## src/rtl/ysyx_22040895_lsu_pkg.sv

```systemverilog
// Shared encodings for the ysyx_22040895 load/store unit: access sizes,
// FSM states and the default datapath width.
package ysyx_22040895_lsu_pkg;

    localparam int XLEN_DEFAULT = 64;

    typedef enum logic [1:0] {
        SZ_B = 2'd0,
        SZ_H = 2'd1,
        SZ_W = 2'd2,
        SZ_D = 2'd3
    } size_e;

    typedef enum logic [1:0] {
        S_IDLE = 2'd0,
        S_REQ  = 2'd1,
        S_RESP = 2'd2,
        S_WB   = 2'd3
    } state_e;

endpackage

```

## src/rtl/ysyx_22040895_lsu_align.sv

```systemverilog
// Combinational byte-lane logic: bus-aligned address, store mask/data shift,
// load extract with sign/zero extension, and the misalignment flag.
module ysyx_22040895_lsu_align
    import ysyx_22040895_lsu_pkg::*;
#(
    parameter int XLEN   = XLEN_DEFAULT,
    parameter int ADDR_W = 64
) (
    input  logic [ADDR_W-1:0] addr,
    input  logic [1:0]        size,
    input  logic              is_store,
    input  logic              is_unsigned,
    input  logic [XLEN-1:0]   wdata,
    input  logic [XLEN-1:0]   rdata,
    output logic              misalign,
    output logic [ADDR_W-1:0] mem_addr,
    output logic [XLEN/8-1:0] wmask,
    output logic [XLEN-1:0]   wdata_sh,
    output logic [XLEN-1:0]   load_data
);

    localparam int OFF_W = $clog2(XLEN / 8);

    logic [OFF_W-1:0]  off;
    logic [XLEN/8-1:0] base_mask;
    logic [XLEN-1:0]   shifted;
    logic              sign_bit;
    logic              ext_bit;
    int unsigned       width;

    assign off      = addr[OFF_W-1:0];
    assign mem_addr = {addr[ADDR_W-1:OFF_W], {OFF_W{1'b0}}};
    assign wdata_sh = wdata << {off, 3'b000};
    assign shifted  = rdata >> {off, 3'b000};
    assign width    = 32'd8 << size;

    always_comb begin
        misalign = 1'b0;
        sign_bit = 1'b0;
        unique case (size)
            SZ_B: begin
                misalign = 1'b0;
                sign_bit = shifted[7];
            end
            SZ_H: begin
                misalign = addr[0];
                sign_bit = shifted[15];
            end
            SZ_W: begin
                misalign = |addr[1:0];
                sign_bit = shifted[31];
            end
            default: begin
                // A double access has no legal lane layout on a 32-bit bus.
                misalign = (XLEN == 32) || (|addr[2:0]);
                sign_bit = shifted[XLEN-1];
            end
        endcase
    end

    assign ext_bit = sign_bit & ~is_unsigned;

    always_comb begin
        base_mask = '0;
        for (int unsigned i = 0; i < XLEN / 8; i++) begin
            base_mask[i] = (i < (32'd1 << size));
        end
    end

    assign wmask = is_store ? (base_mask << off) : '0;

    always_comb begin
        load_data = '0;
        for (int unsigned i = 0; i < XLEN; i++) begin
            load_data[i] = (i < width) ? shifted[i] : ext_bit;
        end
    end

endmodule

```

## src/rtl/ysyx_22040895_lsu.sv

```systemverilog
// MEM-stage load/store unit: accepts one op from EX, issues at most one
// memory request, and hands the result to WB over a valid/ready handshake.
module ysyx_22040895_lsu
    import ysyx_22040895_lsu_pkg::*;
#(
    parameter int XLEN   = XLEN_DEFAULT,
    parameter int ADDR_W = 64
) (
    input  logic              clk,
    input  logic              rst_n,
    input  logic              in_valid,
    output logic              in_ready,
    input  logic              in_load,
    input  logic              in_store,
    input  logic [1:0]        in_size,
    input  logic              in_unsigned,
    input  logic [XLEN-1:0]   in_result,
    input  logic [XLEN-1:0]   in_wdata,
    output logic              mem_req_valid,
    input  logic              mem_req_ready,
    output logic [ADDR_W-1:0] mem_addr,
    output logic              mem_we,
    output logic [XLEN/8-1:0] mem_wmask,
    output logic [XLEN-1:0]   mem_wdata,
    input  logic              mem_rsp_valid,
    input  logic [XLEN-1:0]   mem_rdata,
    output logic              wb_valid,
    input  logic              wb_ready,
    output logic [XLEN-1:0]   wb_data,
    output logic              wb_misalign
);

    state_e state, state_next;

    logic [ADDR_W-1:0] r_addr;
    logic [1:0]        r_size;
    logic              r_store;
    logic              r_unsigned;
    logic [XLEN-1:0]   r_wdata;
    logic [XLEN-1:0]   r_data;
    logic              r_misalign;

    logic              sel_idle;
    logic              in_mem;
    logic [ADDR_W-1:0] a_addr;
    logic [1:0]        a_size;
    logic              a_store;
    logic              a_unsigned;
    logic [XLEN-1:0]   a_wdata;
    logic              a_misalign;
    logic [ADDR_W-1:0] a_mem_addr;
    logic [XLEN/8-1:0] a_wmask;
    logic [XLEN-1:0]   a_wdata_sh;
    logic [XLEN-1:0]   a_load_data;

    // The single align instance sees live inputs in IDLE (for the accept
    // decision) and the captured operation in every other state.
    assign sel_idle   = (state == S_IDLE);
    assign in_mem     = in_load | in_store;
    assign a_addr     = sel_idle ? in_result[ADDR_W-1:0] : r_addr;
    assign a_size     = sel_idle ? in_size : r_size;
    assign a_store    = sel_idle ? (in_store & ~in_load) : r_store;
    assign a_unsigned = sel_idle ? in_unsigned : r_unsigned;
    assign a_wdata    = sel_idle ? in_wdata : r_wdata;

    ysyx_22040895_lsu_align #(
        .XLEN   (XLEN),
        .ADDR_W (ADDR_W)
    ) u_align (
        .addr        (a_addr),
        .size        (a_size),
        .is_store    (a_store),
        .is_unsigned (a_unsigned),
        .wdata       (a_wdata),
        .rdata       (mem_rdata),
        .misalign    (a_misalign),
        .mem_addr    (a_mem_addr),
        .wmask       (a_wmask),
        .wdata_sh    (a_wdata_sh),
        .load_data   (a_load_data)
    );

    always_ff @(posedge clk or negedge rst_n) begin
        if (!rst_n) begin
            state      <= S_IDLE;
            r_addr     <= '0;
            r_size     <= '0;
            r_store    <= 1'b0;
            r_unsigned <= 1'b0;
            r_wdata    <= '0;
            r_data     <= '0;
            r_misalign <= 1'b0;
        end else begin
            state <= state_next;
            unique case (state)
                S_IDLE: begin
                    if (in_valid) begin
                        r_addr     <= a_addr;
                        r_size     <= a_size;
                        r_store    <= a_store;
                        r_unsigned <= a_unsigned;
                        r_wdata    <= a_wdata;
                        r_data     <= in_mem ? '0 : in_result;
                        r_misalign <= in_mem & a_misalign;
                    end
                end
                S_RESP: begin
                    if (mem_rsp_valid) begin
                        r_data <= r_store ? '0 : a_load_data;
                    end
                end
                default: ;
            endcase
        end
    end

    always_comb begin
        state_next = state;
        unique case (state)
            S_IDLE: begin
                if (in_valid) begin
                    state_next = (in_mem && !a_misalign) ? S_REQ : S_WB;
                end
            end
            S_REQ:  if (mem_req_ready) state_next = S_RESP;
            S_RESP: if (mem_rsp_valid) state_next = S_WB;
            S_WB:   if (wb_ready) state_next = S_IDLE;
            default: state_next = S_IDLE;
        endcase
    end

    assign in_ready      = sel_idle;
    assign mem_req_valid = (state == S_REQ);
    assign mem_addr      = mem_req_valid ? a_mem_addr : '0;
    assign mem_we        = mem_req_valid & r_store;
    assign mem_wmask     = mem_req_valid ? a_wmask : '0;
    assign mem_wdata     = mem_req_valid ? a_wdata_sh : '0;
    assign wb_valid      = (state == S_WB);
    assign wb_data       = r_data;
    assign wb_misalign   = wb_valid & r_misalign;

endmodule

```

## config.mk

```make
export PLATFORM = sky130hd
export DESIGN_NAME = ysyx_22040895_lsu
export DESIGN_NICKNAME = d
export VERILOG_FILES = /design/src/rtl/ysyx_22040895_lsu_pkg.sv /design/src/rtl/ysyx_22040895_lsu_align.sv /design/src/rtl/ysyx_22040895_lsu.sv
export SDC_FILE = /design/constraint.sdc
export NUM_CORES = 1
export LEC_CHECK = 0
export CORE_UTILIZATION = 40
export DETAILED_ROUTE_END_ITERATION = 16
export PLACE_DENSITY_LB_ADDON = 0.3
export SYNTH_ARGS = -nofsm -noshare
export SYNTH_HDL_FRONTEND = slang
export SYNTH_HIERARCHICAL = 1
export SYNTH_SLANG_ARGS = --single-unit
```

## constraint.sdc

```tcl
create_clock -name clk -period 3.4 [get_ports clk]
set_clock_uncertainty 0.2 [all_clocks]
set_input_delay 0.51 -clock clk [delete_from_list [all_inputs] [get_ports clk]]
set_output_delay 0.51 -clock clk [all_outputs]
set_load 0.03 [all_outputs]
```

=== Word level (Yosys, flattened, before mapping) ===
Cells that the tools add are included.

* Mux-type cells: 86
* Magnitude comparators: 72
* Reduce and logical (&&, ||, !) cells: 10
* Shifts and indexed selects: 5
* Equality and inequality tests: 9
* Bitwise operators: 8

{| class="wikitable"
|+ Operators by type and width
! kind !! count
|-
| 6-bit by 32-bit < comparator with 1-bit output (first input constant) || 32
|-
| 5-bit by 32-bit < comparator with 1-bit output (first input constant) || 16
|-
| 64-bit 2-to-1 mux || 8
|-
| 3-bit by 32-bit < comparator with 1-bit output (first input constant) || 8
|-
| 4-bit by 32-bit < comparator with 1-bit output (first input constant) || 8
|-
| 1-bit by 32-bit < comparator with 1-bit output (first input constant) || 4
|-
| 2-bit by 32-bit < comparator with 1-bit output (first input constant) || 4
|-
| 64-bit one-hot mux with 2 select lines || 1
|-
| 1-bit 2-to-1 mux || 66
|-
| 64-bit by 6-bit << shifter with 64-bit output || 1
|-
| 64-bit by 6-bit right shift with 64-bit output || 1
|-
| 1-bit by 2-bit << shifter with 32-bit output (first input constant) || 1
|-
| 4-bit by 2-bit << shifter with 32-bit output (first input constant) || 1
|-
| 8-bit 2-to-1 mux || 2
|-
| 2-bit 2-to-1 mux || 6
|-
| 2-bit one-hot mux with 4 select lines || 1
|-
| 8-bit by 3-bit << shifter with 8-bit output || 1
|-
| 2-bit equality test (second input constant) || 3
|-
| 1-bit one-hot mux with 3 select lines || 2
|-
| 1-bit AND || 5
|-
| 2-bit by 1-bit equality test with 1-bit output (second input constant) || 2
|-
| 2-bit zero test || 2
|-
| 2-bit by 1-bit inequality test with 1-bit output (second input constant) || 2
|-
| 2-bit inequality test (second input constant) || 2
|-
| other kinds (10) || 11
|}

* Register bits: 199
* Logic and storage cells: 198

=== Depth between registers and ports, before layout ===
* Word-level depth: 9
* Mapped depth: 16
* Depth with buffers taken out: 9

=== Modules after synthesis ===
Netlist, hierarchy kept.

{| class="wikitable"
|+ By module, submodules not included
! module !! area each (µm²) !! times used !! cells each
|-
| ysyx_22040895_lsu || 10,699.0 || 1 || 1,098
|-
| ysyx_22040895_lsu_align || 4,988.5 || 1 || 671
|}

=== Least setup slack after synthesis ===
OpenSTA, ideal clock, no wires.

* Path kind: register to output
* Start: reg state[0]
* End: out mem_wmask[4]
* Path slack: -0.350 ns
* Buffers on the path: 7
* Arrival: 3.040 ns
* Cell stages (with the launch flop): 14
* Cells stage by stage: dfrtp_1 inv_1 ha_1 buf_2 buf_2 mux2_2 buf_6 buf_6 buf_6 buf_4 buf_4 o32ai_1 and2_1 and2_1

{| class="wikitable"
|+ RTL lines
! item !! RTL line !! source
|-
| from (decl) || ysyx_22040895_lsu.sv:33 || <nowiki>state_e state, state_next;</nowiki>
|-
| from (signal assigned) || ysyx_22040895_lsu.sv:94 || <nowiki>state <= state_next;</nowiki>
|-
| 2-bit zero test || ysyx_22040895_lsu.sv:58 || <nowiki>assign sel_idle = (state == S_IDLE);</nowiki>
|-
| net in_ready || ysyx_22040895_lsu.sv:12 || <nowiki>output logic in_ready,</nowiki>
|-
| 64-bit 2-to-1 mux || ysyx_22040895_lsu.sv:60 || <nowiki>assign a_addr = sel_idle ? in_result[ADDR_W-1:0] : r_addr;</nowiki>
|-
| net a_addr[1] || ysyx_22040895_lsu.sv:45 || <nowiki>logic [ADDR_W-1:0] a_addr;</nowiki>
|-
| 8-bit by 3-bit << shifter with 8-bit output || ysyx_22040895_lsu_align.sv:70 || <nowiki>assign wmask = is_store ? (base_mask << off) : '0;</nowiki>
|-
| 8-bit 2-to-1 mux || ysyx_22040895_lsu_align.sv:70 ||
|-
| net a_wmask[4] || ysyx_22040895_lsu.sv:52 || <nowiki>logic [XLEN/8-1:0] a_wmask;</nowiki>
|-
| 8-bit 2-to-1 mux || ysyx_22040895_lsu.sv:136 || <nowiki>assign mem_wmask = mem_req_valid ? a_wmask : '0;</nowiki>
|-
| to (decl) || ysyx_22040895_lsu.sv:23 || <nowiki>output logic [XLEN/8-1:0] mem_wmask,</nowiki>
|}

The timed path passes the listed nets, and every way through them passes these cells.

=== Final worst setup path ===
* Start: reg state[1]
* End: out mem_wdata[58]

* Word-level cells in the longest chain between the ends: 4

{| class="wikitable"
|+ Ends and longest elaborated chain
! item !! RTL line !! source
|-
| 2-bit zero test || ysyx_22040895_lsu.sv:58 ||
|-
| 64-bit 2-to-1 mux || ysyx_22040895_lsu.sv:60 ||
|-
| net a_addr[1] || ysyx_22040895_lsu.sv:45 ||
|-
| 64-bit by 6-bit << shifter with 64-bit output || ysyx_22040895_lsu_align.sv:33 || <nowiki>assign wdata_sh = wdata << {off, 3'b000};</nowiki>
|-
| net a_wdata_sh[58] || ysyx_22040895_lsu.sv:53 || <nowiki>logic [XLEN-1:0] a_wdata_sh;</nowiki>
|-
| 64-bit 2-to-1 mux || ysyx_22040895_lsu.sv:137 || <nowiki>assign mem_wdata = mem_req_valid ? a_wdata_sh : '0;</nowiki>
|-
| to (decl) || ysyx_22040895_lsu.sv:24 || <nowiki>output logic [XLEN-1:0] mem_wdata,</nowiki>
|}

The timed path passes the listed nets, and every way through them passes these cells.

==> results.cfg <==
[outcome]
status = complete, but fails checks
violations = negative setup slack

[critical_path]
path_max_fanout = 8
required_ns = 2.69
worstSetupStartpointType = flop
path_class = reg2out
cp-end-kind = output pin
cp.arrival_ns = 2.95

[global_routing]
antenna_found_initial = 14
grt_first_pass_wirelength_um = 94200
grt_pass1_vias = 14700
grt_max_degree = 88
grt-ovfl-total = 0
track_usage_pct = 32.0

[die]
die-area_um2 = 40000
die_w_um = 200
die_h_um = 200
core-area_um2 = 38600
initial_utilization_pct = 40.6
boundaryPins = 408
placementRows = 72

[power]
power.density_nw_per_um2 = 1140
vdd_drop_max_uv = 745
power.leakage_nw = 11.5

[synth]
synth_top_area_cell = dfrtp_1
ys.flop_type = dfrtp_1
async_reset_ff_share_pct = 100
synth-edff-count = 0
yosys.area.top_type_share_pct = 31.7
synth_cell_type_count = 60
ys_ff_latch = 199
syn_area_per_cell_um2 = 8.87
synth.top_cells.by_area = dfrtp_1 (32%), mux2_2 (15%), nand2_1 (12%)
yosysSeqAreaShare_pct = 31.7
post_synth_instance_area_um2 = 15700
yosys_warnings = 6
synthCells = 1769

[routing]
vias = 15800
first_pass_iters = 8
drt_iter0_markers = 1507
detail_route.wl_per_cell_um = 24.3
drc = 0
wl_um = 68000
antenna_left = 0
avgViaCountPerCell = 5.63

[final_layout]
final_util_pct = 63.6
nNetsFinal = 2466
drive_above_1_share_pct = 38.7
final_area_um2 = 24600
final_cell_mix = nand2_1 (483), clkdlybuf4s50_1 (270), dfrtp_1 (199)
fin_cells = 2798
area_growth_pct = 56.8
mostFrequentLayoutCell = nand2_1

[hold_path]
hold_class = reg2reg

[timing]
report.final.slew_viol_count = 0
setup_viol = 123
relSlewSlack_pct = 39.2
tightestPinTransition_ns = 0.905
hold_viol = 0
hold_slack_ns = 0.275
min_period_ns = 3.66
post-route-period-util_pct = 108
grt_setup_unrepaired = true
setup_ws_ns = -0.258
fmax_ghz = 0.273

[clocking]
max-clock-path-buffers = 2
cts_root_buf = clkbuf_16
cts.htree.levels = 4
clock-sinks = 199
clk_pin_slew_ns = 0.08
cts_buffers = 17
clkLatencyLatePin_ns = 0.46
cts_tree = done

[job]
drv_cap = 0

[placement]
io_buffer_count = 404
routabilityCongestion = 1.02
dpl_cell_area_um2 = 20800
post-place-ws_ns = -0.403
dp_hpwl_um = 46800
dp_cells = 2643
[stage by stage]
stage	TNS, ns	power (W)
2_1_floorplan	-0.00318	0.0148
3_3_place_gp	-17.08	0.0200
3_5_place_dp	-23.93	0.0202
4_1_cts	-12.23	0.0252
5_1_grt	-20.07	0.0294
6_report	-12.99	0.0281
[routing by layer]
| layer | track usage [%] | part of all wire [%] | vias to the layer above |
|---|---|---|---|
| met1 | 44.4 | 42 | 7764 |
| li1 | - | - | 7041 |
| met3 | 8.37 | 9.8 | 146 |
| met5 | 0 | 0.11 | - |
| met2 | 47.8 | 45 | 797 |
| met4 | 11.3 | 3.1 | 12 |
[Yosys cell counts, drive strengths merged (2+ instances only)]
cell       n
nand2    489
mux2     220
dfrtp    199
and2     160
buf      158
mux2i    103
a22o      65
nor2      58
clkbuf    54
o21ai     47
a21oi     33
nand4     33
mux4      29
o22ai     18
a221oi    14
a31oi     11
o2bb2ai   10
or2        9
nor2b      7
o211ai     6
ha         5
inv        5
nor3b      5
a22oi      4
nand2b     4
nor3       4
nand3      3
a211oi     2
and3       2
nand3b     2
nor4       2
[state kept, by name, summed over array words and instances (netlist names)]
register	flops
r_addr	64
r_wdata	64
wb_data	64
r_size	2
state	2
r_misalign	1
r_store	1
r_unsigned	1
[final cells by class]
class                           instances  area (µm²)
Antenna cell                            9        22.5
Clock buffer                           19         453
Clock inverter                         13         151
Fill cell                            3088       14100
Inverter                                6        37.5
Multi-Input combinational cell       1356       10900
Sequential cell                       199        4980
Tap cell                              518         648
Timing Repair Buffer                  678        7420
[worst paths after layout]
kind                                   from            end  slack (ns)  cells past startpoint
worst min-delay path            r_wdata[51]    r_wdata[51]        0.27                      2
worst max-delay path               state[1]  mem_wdata[58]       -0.26                     12
min in group asynchronous             rst_n     r_addr[18]        0.50                      2
max in group asynchronous             rst_n    r_wdata[17]        1.77                      3
worst max register to register     state[1]    wb_data[39]       -0.12                     15
worst min register to register  r_wdata[51]    r_wdata[51]        0.27                      2
[power by group]
group | internal (W) | switching [W] | total [W]
Sequential | 0.00323 | 0.000469 | 0.00370
Clock | 0.00109 | 0.00107 | 0.00216
Combinational | 0.0108 | 0.0115 | 0.0223
Total | 0.0151 | 0.0131 | 0.0281
[kinds of logic (layout without fill, tap and decap cells)]
kind of cell,after synthesis,after routing,share of synthesized area [%]
AOI/OAI and AO/OA,213,213,9.82
adders and majority gates,5,5,0.399
buffers and inverters,218,716,8.50
DFF,199,199,31.7
muxes,352,354,26.6
other,1,12,0.0239
and+or+nand+nor,781,781,22.9
[timing repair]
item,in CTS,in global routing
setup buffers,63,36
hold endpoints to repair,84,0
resized for setup,416,240
setup endpoints to repair,151,155
hold buffers,1,0
cloned,10,13
pin swaps,61,85
[worst max-delay path, cell delays in order (launching register included)]
cell,delay (ns)
dfrtp_1,0.40
inv_2,0.09
ha_4,0.22
buf_6,0.13
mux2_4,0.35
buf_12,0.16
buf_12,0.14
mux2_4,0.32
o21ai_4,0.20
buf_6,0.12
mux2i_1,0.05
and2_1,0.16
buf_6,0.13
Power figures use the tool's default switching activity.
